$ cat src/rtl/conv_requant_pkg.sv
// Shared widths and requantization arithmetic for conv_requant and its bench.
// The round/shift/saturate helper is the single definition of the output math.
package conv_pkg;

   localparam int O_CONV_BW = 20;
   localparam int I_BW      = 8;
   localparam int B_BW      = 16;
   localparam int SHIFT_BW  = 5;
   localparam int CNT_BW    = 16;

   // Bias sum cannot overflow at this width.
   localparam int SUM_W = ((O_CONV_BW > B_BW) ? O_CONV_BW : B_BW) + 2;
   // Headroom so the rounding constant never overflows, even at the largest shift.
   localparam int EXT_W = SUM_W + (1 << SHIFT_BW);

   typedef struct packed {
      logic signed [I_BW-1:0] data;
      logic                   sat;
   } rq_res_t;

   function automatic rq_res_t round_shift_sat(
      input logic signed [SUM_W-1:0]    value,
      input logic        [SHIFT_BW-1:0] shift,
      input logic                       relu_en
   );
      logic signed [EXT_W-1:0] r;
      logic signed [EXT_W-1:0] half;
      logic signed [EXT_W-1:0] q;
      rq_res_t                 res;
      r    = (relu_en && value[SUM_W-1]) ? '0 : {{(EXT_W-SUM_W){value[SUM_W-1]}}, value};
      half = EXT_W'(1) << (shift - 1'b1);
      q    = (shift == '0) ? r : ((r + half) >>> shift);
      res.sat = 1'b1;
      // Out of range whenever the bits above the result sign are not a pure sign extension.
      if (!q[EXT_W-1] && (q[EXT_W-2:I_BW-1] != '0)) begin
         res.data = {1'b0, {(I_BW-1){1'b1}}};
      end else if (q[EXT_W-1] && (q[EXT_W-2:I_BW-1] != '1)) begin
         res.data = {1'b1, {(I_BW-1){1'b0}}};
      end else begin
         res.data = q[I_BW-1:0];
         res.sat  = 1'b0;
      end
      return res;
   endfunction

endpackage

$ cat src/rtl/conv_requant_if.sv
// Stream bundle between the MAC chain, conv_requant and the feature-map write buffer.
// slave = requant block side, master = producer/consumer side.
interface conv_requant_if;
   import conv_pkg::*;

   logic                         i_valid;
   logic                         i_ready;
   logic signed [O_CONV_BW-1:0]  i_data;
   logic signed [B_BW-1:0]       i_bias;
   logic        [SHIFT_BW-1:0]   i_shift;
   logic                         i_relu_en;
   logic                         o_valid;
   logic                         o_ready;
   logic signed [I_BW-1:0]       o_data;
   logic        [CNT_BW-1:0]     o_sat_cnt;

   modport slave (
      input  i_valid, i_data, i_bias, i_shift, i_relu_en, o_ready,
      output i_ready, o_valid, o_data, o_sat_cnt
   );

   modport master (
      output i_valid, i_data, i_bias, i_shift, i_relu_en, o_ready,
      input  i_ready, o_valid, o_data, o_sat_cnt
   );

endinterface

$ cat src/rtl/conv_requant.sv
// Bias add, optional ReLU, rounding right shift and saturation in a 2-slot valid/ready pipe.
// CONV_REQUANT_SATCNT_EN enables the saturation event counter on o_sat_cnt.
module conv_requant
   import conv_pkg::*;
(
   input  logic            clk,
   input  logic            global_rst_n,
   input  logic            rst,
   conv_requant_if.slave   bus
);

   logic                    r_s1_valid;
   logic signed [SUM_W-1:0] r_s1_sum;
   logic                    r_s2_valid;
   logic signed [I_BW-1:0]  r_s2_data;
   logic                    r_s2_sat;

   logic                    w_s2_load;
   logic                    w_s1_load;
   rq_res_t                 w_rq;

   assign w_s2_load   = !r_s2_valid || bus.o_ready;
   assign w_s1_load   = !r_s1_valid || w_s2_load;
   assign bus.i_ready = !rst && w_s1_load;

   assign w_rq = round_shift_sat(r_s1_sum, bus.i_shift, bus.i_relu_en);

   always_ff @(posedge clk or negedge global_rst_n) begin
      if (!global_rst_n) begin
         r_s1_valid <= 1'b0;
         r_s1_sum   <= '0;
      end else if (rst) begin
         r_s1_valid <= 1'b0;
         r_s1_sum   <= '0;
      end else if (w_s1_load) begin
         r_s1_valid <= bus.i_valid;
         if (bus.i_valid) begin
            r_s1_sum <= {{(SUM_W-O_CONV_BW){bus.i_data[O_CONV_BW-1]}}, bus.i_data}
                      + {{(SUM_W-B_BW){bus.i_bias[B_BW-1]}}, bus.i_bias};
         end
      end
   end

   // Output register only changes on a load carrying real data, so a stalled word holds.
   always_ff @(posedge clk or negedge global_rst_n) begin
      if (!global_rst_n) begin
         r_s2_valid <= 1'b0;
         r_s2_data  <= '0;
         r_s2_sat   <= 1'b0;
      end else if (rst) begin
         r_s2_valid <= 1'b0;
         r_s2_data  <= '0;
         r_s2_sat   <= 1'b0;
      end else if (w_s2_load) begin
         r_s2_valid <= r_s1_valid;
         if (r_s1_valid) begin
            r_s2_data <= w_rq.data;
            r_s2_sat  <= w_rq.sat;
         end
      end
   end

   assign bus.o_valid = r_s2_valid;
   assign bus.o_data  = r_s2_data;

`ifdef CONV_REQUANT_SATCNT_EN
   logic [CNT_BW-1:0] r_sat_cnt;

   always_ff @(posedge clk or negedge global_rst_n) begin
      if (!global_rst_n) begin
         r_sat_cnt <= '0;
      end else if (rst) begin
         r_sat_cnt <= '0;
      end else if (r_s2_valid && bus.o_ready && r_s2_sat && (r_sat_cnt != '1)) begin
         r_sat_cnt <= r_sat_cnt + 1'b1;
      end
   end

   assign bus.o_sat_cnt = r_sat_cnt;
`else
   // Flag is still consumed so both builds share the identical stage-2 datapath.
   assign bus.o_sat_cnt = {CNT_BW{r_s2_sat & 1'b0}};
`endif

endmodule
$ cat src/flat_wrapper.sv
// flat-port wrapper written by rule: the top's interface ports become plain ports
module conv_requant_flat import conv_pkg::*;
  (clk, global_rst_n, rst, bus_i_valid, bus_i_data, bus_i_bias, bus_i_shift, bus_i_relu_en, bus_o_ready, bus_i_ready, bus_o_valid, bus_o_data, bus_o_sat_cnt);
  conv_requant_if bus_i ();
  input  logic clk;
  input  logic global_rst_n;
  input  logic rst;
  input wire logic [$bits(bus_i.i_valid)-1:0] bus_i_valid;
  input wire logic [$bits(bus_i.i_data)-1:0] bus_i_data;
  input wire logic [$bits(bus_i.i_bias)-1:0] bus_i_bias;
  input wire logic [$bits(bus_i.i_shift)-1:0] bus_i_shift;
  input wire logic [$bits(bus_i.i_relu_en)-1:0] bus_i_relu_en;
  input wire logic [$bits(bus_i.o_ready)-1:0] bus_o_ready;
  output wire logic [$bits(bus_i.i_ready)-1:0] bus_i_ready;
  output wire logic [$bits(bus_i.o_valid)-1:0] bus_o_valid;
  output wire logic [$bits(bus_i.o_data)-1:0] bus_o_data;
  output wire logic [$bits(bus_i.o_sat_cnt)-1:0] bus_o_sat_cnt;
  assign bus_i.i_valid = bus_i_valid;
  assign bus_i.i_data = bus_i_data;
  assign bus_i.i_bias = bus_i_bias;
  assign bus_i.i_shift = bus_i_shift;
  assign bus_i.i_relu_en = bus_i_relu_en;
  assign bus_i.o_ready = bus_o_ready;
  assign bus_i_ready = bus_i.i_ready;
  assign bus_o_valid = bus_i.o_valid;
  assign bus_o_data = bus_i.o_data;
  assign bus_o_sat_cnt = bus_i.o_sat_cnt;
  conv_requant u_core (.clk(clk), .global_rst_n(global_rst_n), .rst(rst), .bus(bus_i));
endmodule
$ cat config.mk
export PLATFORM = sky130hd
export DESIGN_NAME = conv_requant_flat
export DESIGN_NICKNAME = d
export VERILOG_FILES = /design/src/rtl/conv_requant_pkg.sv /design/src/rtl/conv_requant_if.sv /design/src/rtl/conv_requant.sv /design/src/flat_wrapper.sv
export SDC_FILE = /design/constraint.sdc
export NUM_CORES = 1
export LEC_CHECK = 0
export BUFFER_PORTS_ARGS = -buffer_cell sky130_fd_sc_hd__buf_2
export CORE_ASPECT_RATIO = 0.8
export CORE_MARGIN = 3
export CORE_UTILIZATION = 45
export CTS_BUF_LIST = sky130_fd_sc_hd__clkbuf_16
export DETAILED_ROUTE_END_ITERATION = 12
export MAX_ROUTING_LAYER = met4
export PLACE_DENSITY = 0.66
export SLEW_MARGIN = 20
export SYNTH_ARGS = -nofsm -noshare
export SYNTH_HDL_FRONTEND = slang
export SYNTH_SLANG_ARGS = --single-unit
$ cat constraint.sdc
create_clock -name clk -period 14.3 [get_ports clk]
set_input_delay 2.86 -clock clk [delete_from_list [all_inputs] [get_ports clk]]
set_output_delay 2.86 -clock clk [all_outputs]
set_load 0.01 [all_outputs]
# Yosys cells after proc, flatten, opt, wreduce, memory -nomap -nowiden
# Cells that the tools add are included.
# W data, S select, Z words.
dict set report totals {
  regBits 32
  latch_bits 0
  romBits 0
  mem_count 0
  word_cells 42
  mem_bits_rw 0
}
dict set report op_classes {
  muxes 14
  eq_ne 1
  n_shift 2
  bitwise_logic 0
  n_reduce_logical 18
  div_mod_pow 0
  add_sub_neg 3
  n_lt_le_gt_ge 0
  mul 0
}
# operator n
set op_table {}
lappend op_table {{$mux W54} 2}
lappend op_table {{$mux W22} 3}
lappend op_table {{$add A54 B54 Y54} 1}
lappend op_table {{$shl A1 B5 Y54 const A} 1}
lappend op_table {{$sshr A54 B5 Y54} 1}
lappend op_table {{$ne A46 B46 Y1 const B} 1}
lappend op_table {{$reduce_bool A46 Y1} 1}
lappend op_table {{$mux W8} 5}
lappend op_table {{$add A20 B16 Y21} 1}
lappend op_table {{$reduce_bool A2 Y1} 4}
lappend op_table {{$logic_not A5 Y1} 1}
lappend op_table {{$sub A5 B1 Y5 const B} 1}
lappend op_table {{$logic_and A1 B1 Y1} 4}
lappend op_table {{$logic_not A1 Y1} 4}
lappend op_table {{$mux W1} 4}
lappend op_table {{$reduce_and A2 Y1} 2}
lappend op_table {{$logic_or A1 B1 Y1} 2}

# Depth between registers and ports, before layout
# Gate-level depths: netlist (run 1).
dict set report depth {
  ltp_word 12
  mapped_depth 25
  ltp_nobuf 22
}

# Worst setup path before layout (run 1)
# Ideal clock, no wire load.
dict set report synth_timing {
  kind {input -> register}
  start {input port bus_i_shift[4]}
  end {register u_core.r_s2_data[1], in the netlist u_core.bus.o_data[1]}
  setup_slack_ns 6.079
  setup_ns 0.096
  path_stages 24
  t_arrival_ns 8.125
  path_cell_list {clkbuf_1 -> clkbuf_1 -> clkbuf_1 -> clkbuf_1 -> clkbuf_1 -> nand2_1 -> nor2_1 -> ha_1 -> buf_2 -> and4_1 -> and2_1 -> nand2_1 -> o2bb2ai_1 -> or4_1 -> buf_6 -> mux2i_4 -> buf_6 -> a211oi_2 -> a2111oi_4 -> o21ai_2 -> or4_1 -> nor4_2 -> a31oi_2 -> o31ai_1}
}
dict set report synth_via {
  elab_chain_len 12
  elab_cells_between_ends 16
}
# item line_no
set synth_rtl {}
lappend synth_rtl {{from (decl)} flat_wrapper.sv:11} ;# input wire logic [$bits(bus_i.i_shift)-1:0] bus_i_shift;
lappend synth_rtl {{$sub A5 B1 Y5} conv_requant_pkg.sv:31} ;# half = EXT_W'(1) << (shift - 1'b1);
lappend synth_rtl {{$shl A1 B5 Y54} conv_requant_pkg.sv:31}
lappend synth_rtl {{$add A54 B54 Y54} conv_requant_pkg.sv:32} ;# q = (shift == '0) ? r : ((r + half) >>> shift);
lappend synth_rtl {{$sshr A54 B5 Y54} conv_requant_pkg.sv:32}
lappend synth_rtl {{$mux W54 (*)} conv_requant_pkg.sv:32}
lappend synth_rtl {{$ne A46 B46 Y1} conv_requant_pkg.sv:37} ;# end else if (q[EXT_W-1] && (q[EXT_W-2:I_BW-1] != '1)) begin
lappend synth_rtl {{$logic_and A1 B1 Y1} conv_requant_pkg.sv:37}
lappend synth_rtl {{$mux W8} conv_requant_pkg.sv:37}
lappend synth_rtl {{$mux W8 (*)} conv_requant_pkg.sv:35} ;# if (!q[EXT_W-1] && (q[EXT_W-2:I_BW-1] != '0)) begin
lappend synth_rtl {{$mux W8 (*)} conv_requant.sv:56} ;# if (r_s1_valid) begin
lappend synth_rtl {{$mux W8 (*)} conv_requant.sv:54} ;# end else if (w_s2_load) begin
lappend synth_rtl {{$mux W8 (*)} conv_requant.sv:50} ;# end else if (rst) begin
lappend synth_rtl {{to (signal assigned)} conv_requant.sv:57} ;# r_s2_data <= w_rq.data;
lappend synth_rtl {{to (decl)} conv_requant.sv:15} ;# logic signed [I_BW-1:0] r_s2_data;
# Every way passes the cells marked *; elsewhere a longest branch is shown, timed or not. The select of a mux whose other input is x is not followed.
# A chain may end at the register's enable or synchronous reset.

# Final worst setup path (run 1)
dict set report layout_timing {
  start {input port bus_i_shift[1]}
  end {register u_core.r_s2_data[1], in the netlist u_core.bus.o_data[1]}
}
# The elaborated chain is that of the path after synthesis.

==> results of run 1 <==
-- layer usage --
metal  track usage (%)  part of all wire [%]  up-vias
met4              11.2                   3.6        0
met2              50.5                    39      784
met5                 -                     0        -
met1              53.4                    44     5269
li1                  -                     -     5083
met3              9.75                    13       97
-- worst max-delay path, stage by stage --
cell	delay [ns]
sky130_fd_sc_hd__buf_2	0.07
sky130_fd_sc_hd__buf_4	0.51
sky130_fd_sc_hd__nor2_1	0.41
sky130_fd_sc_hd__nand2_1	0.51
sky130_fd_sc_hd__nand2_1	0.24
sky130_fd_sc_hd__nor2_1	0.50
sky130_fd_sc_hd__nand2_1	0.35
sky130_fd_sc_hd__nor2_1	0.28
sky130_fd_sc_hd__ha_1	0.29
sky130_fd_sc_hd__a211oi_2	0.33
sky130_fd_sc_hd__nor3_2	0.13
sky130_fd_sc_hd__o2111ai_2	0.38
sky130_fd_sc_hd__a211oi_2	0.17
sky130_fd_sc_hd__or4_1	0.84
sky130_fd_sc_hd__mux2i_2	0.42
sky130_fd_sc_hd__a21oi_1	0.22
sky130_fd_sc_hd__a2111oi_0	0.72
sky130_fd_sc_hd__o221ai_1	0.36
sky130_fd_sc_hd__nor2_1	0.25
sky130_fd_sc_hd__nand4_1	0.11
sky130_fd_sc_hd__nor4_1	0.45
sky130_fd_sc_hd__a31oi_2	0.29
sky130_fd_sc_hd__o31ai_1	0.31
-- cell type report --
class / count / area, um2 / area share (%)
Clock inverter: 3 / 43.8 / 0.455
Sequential cell: 31 / 776 / 8.07
Timing Repair Buffer: 71 / 393 / 4.09
Inverter: 23 / 86.3 / 0.898
Clock buffer: 5 / 125 / 1.30
Tap cell: 264 / 330 / 3.44
Multi-Input combinational cell: 1196 / 7860 / 81.8
-- registers in the layout, summed over array words and instances (netlist names) --
name and count:
u_core.r_s1_sum 21, u_core.bus.o_data 8, u_core.bus.o_valid 1, u_core.r_s1_valid 1
-- logic make-up after synthesis --
family / count (synthesis) / share of synthesized area (%)
and+or+nand+nor: 527 / 27.4
buffers and inverters: 126 / 6.76
other: 1 / 0.0408
muxes: 34 / 4.64
xor gates and xnor gates: 39 / 3.71
DFF: 31 / 8.44
adders and majority gates: 55 / 7.65
AOI/OAI and AO/OA: 525 / 41.3
-- Yosys cell counts, drive strengths merged, types with 16 or more instances --
cell type  instances
nand4             16
nor4              18
nand3             37
o21ai             98
ha                53
nor2             145
and2              31
nand2            163
o211ai            39
inv               21
a211oi            32
buf               53
dfrtp             31
a21oi            128
clkbuf            50
mux2i             23
a21o              18
nor3              45
xnor2             24
-- power breakdown --
part	switching (W)	internal, W
Sequential	0.00000581	0.0000965
Clock	0.0000392	0.0000820
Combinational	0.000209	0.000101
Total	0.000254	0.000280
-- final timing paths --
check | start | endpoint | slack, ns | cells after the start
setup / recovery | bus_i_shift[1] | u_core.bus.o_data[1]$_DFFE_PN0P_ | 3.42 | 23
hold / removal | u_core.r_s1_sum[5]$_DFFE_PN0P_ | u_core.r_s1_sum[5]$_DFFE_PN0P_ | 0.47 | 2
setup reg to reg | u_core.r_s1_sum[20]$_DFFE_PN0P_ | u_core.bus.o_data[0]$_DFFE_PN0P_ | 7.22 | 17
hold reg to reg | u_core.r_s1_sum[5]$_DFFE_PN0P_ | u_core.r_s1_sum[5]$_DFFE_PN0P_ | 0.47 | 2
max in group asynchronous | global_rst_n | u_core.r_s1_sum[0]$_DFFE_PN0P_ | 11.23 | 1
min in group asynchronous | global_rst_n | u_core.bus.o_data[7]$_DFFE_PN0P_ | 2.62 | 1
-- through the flow --
stage / instance area (um2) / power [W] / utilization, %
finish: 9610 / 0.000534 / 48.3
global route: 9610 / 0.000563 / 48.3
floorplan: 9250 / 0.000315 / -
CTS: 9610 / 0.000525 / 48.3
global placement: 9450 / 0.000407 / 47.4
detailed placement: 9450 / 0.000402 / 47.4
==> flow_summary.ini, run 1 <==
[run_status]
result_of_the_run = complete, no violations

[clock_network]
tritoncts = built
cts.clk_slew.worst_paths_ns = 0.05
cts.path.max_buffers = 2
clock-sinks = 31
cts_made_buffers = 5
post_cts_buffers = 0
postCtsHoldBufs = 0
worst_skew_pair.late_latency_ns = 0.28
clock_tree.root_cell = sky130_fd_sc_hd__clkbuf_16
number_of_h_tree_levels = 2
post_cts_resized = 0

[logic_synthesis]
post_synthesis_async_set_or_reset_flop_share_pct = 100
synth.yosys.warnings = 0
yosys-top-cells-area = sky130_fd_sc_hd__dfrtp_1 8.4%, sky130_fd_sc_hd__ha_1 7.2%, sky130_fd_sc_hd__nand2_1 6.6%, sky130_fd_sc_hd__a21oi_1 6.6%, sky130_fd_sc_hd__nor2_1 5.9%
post_synth.cell_area_avg_um2 = 6.87
synth_area_leader_cell = sky130_fd_sc_hd__dfrtp_1
synth_cell_types = 108
netlist_area_mm2 = 0.00920
ys_ff_latch = 31
number_of_enable_flip_flop_cells_after_synthesis = 0
ys.flop_type = sky130_fd_sc_hd__dfrtp_1
yosysSeqAreaShare_pct = 8.44
synthCells = 1338
synthDominantCellAreaShare_pct = 8.44

[critical_path]
worst-path-max-fanout = 58
cp-start-kind = input pin
worstPathArrival_ns = 11.07
timing_worst_setup_path_type = in -> reg
timing.critical_path.to_type = flip-flop
worstPathRequired_ns = 14.48

[place]
io_buffer_count = 56
placement.setup.worst_slack_ns = 3.65
gp_congestion = 1.06
placed_cells_incl_taps = 1585
detailed_place_hpwl_mm = 33.0

[global_route]
grt_pass1_vias = 9954
grt_usage_pct = 37.1
antenna_violations_before_repair = 0
grt_max_degree = 59
grt.overflow.total = 0
grt_pass1_wl_mm = 63.4

[sta]
hold_ws_ns = 0.467
fin_crit_sh_pct = 76.1
fmaxAchievable_ghz = 0.0919
final_setup_tns_ns = 0
finalWorstPathRequiredPeriod_ns = 10.88
final_hold_violating_endpoints = 0
final.setup_skew_ns = 0.00539
rsz0062_at_grt = no
setup-violations-final = 0
relSlewSlack_pct = 31.6
worst_pin_slew_ns = 1.02
max_slew_violation_total_from_the_final_report = 0
setup_ws_ns = 3.42

[power]
p_leak_nw = 3.81
power.ir.vdd_worst_v = 0.0000510
pwr_density_cell_mw_per_mm2 = 55.5

[routing]
detail_route.wl_per_cell_um = 26.2
ant_nets = 0
firstDrtPassIters = 7
routed_wirelength_mm = 41.7
num_vias = 11200
post-route-drc-count = 0
post_drt_via_cell_ratio = 7.05
drt_iter0_markers = 1819

[cells_and_area]
fillCellCount = 2110
final_cells = 1593
final_cell_mix = 162 x sky130_fd_sc_hd__nand2_1, 144 x sky130_fd_sc_hd__nor2_1, 121 x sky130_fd_sc_hd__a21oi_1
num_antenna_cells = 0
final_common_cell = sky130_fd_sc_hd__nand2_1
drive_gt1_share_pct = 11.8
nNetsFinal = 1430
syn2layout_area_growth_pct = 4.56

[die]
floorplan.die.height_um = 134
floorplan.initialDensity_pct = 46.2
row_count = 46
die_w_um = 166
floorplan.core_area_mm2 = 0.0199
floorplan.die_area_mm2 = 0.0222
ioPinCount = 73

[worst_hold_path]
worst_hold_path_type = reg -> reg

[flow_run]
maxCapViolations = 0
(Power assumes the default switching activity.)
==> run 2, diff against run 1 <==
--- a/config.mk
+++ b/config.mk
@@ -12,7 +12,7 @@
 export CTS_BUF_LIST = sky130_fd_sc_hd__clkbuf_16
 export DETAILED_ROUTE_END_ITERATION = 12
 export MAX_ROUTING_LAYER = met4
-export PLACE_DENSITY = 0.66
+export PLACE_DENSITY = 0.68
 export SLEW_MARGIN = 20
 export SYNTH_ARGS = -nofsm -noshare
 export SYNTH_HDL_FRONTEND = slang
==> constraint.sdc (replaced) <==
create_clock -name clk -period 9.1 [get_ports clk]
set_input_delay 1.82 -clock clk [delete_from_list [all_inputs] [get_ports clk]]
set_output_delay 1.82 -clock clk [all_outputs]
set_load 0.01 [all_outputs]
==> run 2 against run 1 <==
Effect of this change:
- cell count up 1.6%
- clock-buffer cell count unchanged
- sequential power up 58%
- worst setup slack worse by 2.3 ns
- sequential share of layout area down 0.13 points
- core utilization up 0.80 points
- flip-flop and latch count unchanged
- combinational power up 57%
- power up 53%
==> flow_summary.ini, run 2 (synthesized netlist as in run 1, its figures left out) <==
[sta]
setup-violations-final = 0
rsz0062_at_grt = no
final.setup_skew_ns = 0.00572
worst_pin_slew_ns = 0.968
fmaxAchievable_ghz = 0.125
fin_crit_sh_pct = 88.0
max_slew_violation_total_from_the_final_report = 0
final_hold_violating_endpoints = 0
final_setup_tns_ns = 0
finalWorstPathRequiredPeriod_ns = 8.01
relSlewSlack_pct = 35.1

[clock_network]
clock-sinks = 31
cts.path.max_buffers = 2
clock_tree.root_cell = sky130_fd_sc_hd__clkbuf_16
worst_skew_pair.late_latency_ns = 0.28
cts.clk_slew.worst_paths_ns = 0.05
cts_made_buffers = 5
tritoncts = built
post_cts_resized = 0
post_cts_buffers = 0
postCtsHoldBufs = 0
number_of_h_tree_levels = 2

[worst_hold_path]
worst_hold_path_type = reg -> reg
hold_path_depth = 2

[routing]
drt_iter0_markers = 1876
num_vias = 11400
post-route-drc-count = 0
ant_nets = 0
post_drt_via_cell_ratio = 7.04
detail_route.wl_per_cell_um = 25.1
routed_wirelength_mm = 40.6
firstDrtPassIters = 6

[global_route]
grt_usage_pct = 35.9
grt_pass1_vias = 10200
antenna_violations_before_repair = 1
grt_max_degree = 52
grt.overflow.total = 0
grt_pass1_wl_mm = 61.7

[critical_path]
worstPathArrival_ns = 8.14
timing_worst_setup_path_type = in -> reg
worst-path-max-fanout = 33
timing.critical_path.to_type = flip-flop
worstPathRequired_ns = 9.23
cp-start-kind = input pin
worstRegToRegCells = 17
reg2reg_setup_slack_ns = 2.80

[cells_and_area]
fin_util_pct = 49.1
syn2layout_area_growth_pct = 6.29
fillCellCount = 2152
nNetsFinal = 1454
largest_register_ffs = 21
final_cells = 1618
drive_gt1_share_pct = 13.4
largest-register = u_core.r_s1_sum
final_common_cell = sky130_fd_sc_hd__nand2_1
final_cell_mix = 162 x sky130_fd_sc_hd__nand2_1, 144 x sky130_fd_sc_hd__nor2_1, 121 x sky130_fd_sc_hd__a21oi_1

[die]
floorplan.initialDensity_pct = 46.2
die_w_um = 166
row_count = 46
floorplan.core_area_mm2 = 0.0199
floorplan.die.height_um = 134
ioPinCount = 73
floorplan.die_area_mm2 = 0.0222

[power]
p_leak_nw = 3.90
power.ir.vdd_worst_v = 0.0000800
pwr_density_cell_mw_per_mm2 = 83.3

[flow_run]
maxCapViolations = 0

[run_status]
result_of_the_run = complete, no violations

[place]
detailed_place_hpwl_mm = 32.5
io_buffer_count = 56
placed_cells_incl_taps = 1609
gp_congestion = 1.12
==> run 2: changes by cell type in the layout (fill, tap and decap cells not counted), sizes merged <==
cell / change
clkinv: -1
bufinv: -1
buf: +24
clkinvlp: +2
diode: +1
==> run 2: report_power, final <==
part | switching [W] | internal, W
Clock | 0.0000647 | 0.000101
Sequential | 0.00000900 | 0.000152
Combinational | 0.000324 | 0.000164
Total | 0.000398 | 0.000417
==> run 2: path summary, 6_finish.rpt <==
path | to | start
max | u_core.bus.o_data[6]$_DFFE_PN0P_ | bus_i_shift[0]
min | u_core.bus.o_data[1]$_DFFE_PN0P_ | u_core.bus.o_data[1]$_DFFE_PN0P_
max reg2reg | u_core.bus.o_data[6]$_DFFE_PN0P_ | u_core.r_s1_sum[20]$_DFFE_PN0P_
min reg2reg | u_core.bus.o_data[1]$_DFFE_PN0P_ | u_core.bus.o_data[1]$_DFFE_PN0P_
max in group asynchronous | u_core.r_s1_sum[14]$_DFFE_PN0P_ | global_rst_n
min in group asynchronous | u_core.bus.o_data[7]$_DFFE_PN0P_ | global_rst_n
==> run 2: layer usage <==
layer  share of wire [%]  wire length (um)  up-vias  track usage (%)
met3                  12              5030      145             8.52
met2                  40             16300      817             49.6
met5                   0                 0        -                -
met4                 5.0              2010        0             13.7
li1                    -                 -     5136                -
met1                  43             17300     5288             50.4
==> run 2: layout make-up <==
class	count	area, um2	area share [%]
Inverter	23	86.3	0.883
Sequential cell	31	776	7.94
Antenna cell	1	2.50	0.0256
Multi-Input combinational cell	1196	7860	80.4
Clock buffer	5	125	1.28
Tap cell	264	330	3.38
Timing Repair Buffer	95	573	5.86
Clock inverter	3	20.0	0.205
==> run 2: worst max-delay path, cell delays in order <==
cell and delay [ns]:
sky130_fd_sc_hd__buf_2 0.51, sky130_fd_sc_hd__inv_2 0.31, sky130_fd_sc_hd__nand2_1 0.46, sky130_fd_sc_hd__nor2_1 0.10, sky130_fd_sc_hd__ha_1 0.56, sky130_fd_sc_hd__nand4_4 0.16, sky130_fd_sc_hd__nor4_1 0.43, sky130_fd_sc_hd__o31ai_1 0.25
sky130_fd_sc_hd__o21ai_2 0.31, sky130_fd_sc_hd__a211o_2 0.43, sky130_fd_sc_hd__mux2i_2 0.19, sky130_fd_sc_hd__a21o_1 0.30, sky130_fd_sc_hd__a211o_1 0.34, sky130_fd_sc_hd__or3_1 0.36, sky130_fd_sc_hd__or4_1 0.51, sky130_fd_sc_hd__nor4_1 0.31
sky130_fd_sc_hd__nand4_1 0.20, sky130_fd_sc_hd__o31ai_4 0.41, sky130_fd_sc_hd__o211ai_1 0.14
==> run 2: through the flow <==
step                hold WS, ns  worst slack [ns]  power, W  cell area, um2
finish                    0.470              1.09  0.000814            9770
global route              0.495             0.823  0.000859            9770
CTS                       0.477              1.32  0.000798            9770
detailed placement        0.464              1.03  0.000632            9630
global placement          0.455              1.01  0.000636            9630
floorplan                 0.442              1.92  0.000495            9250
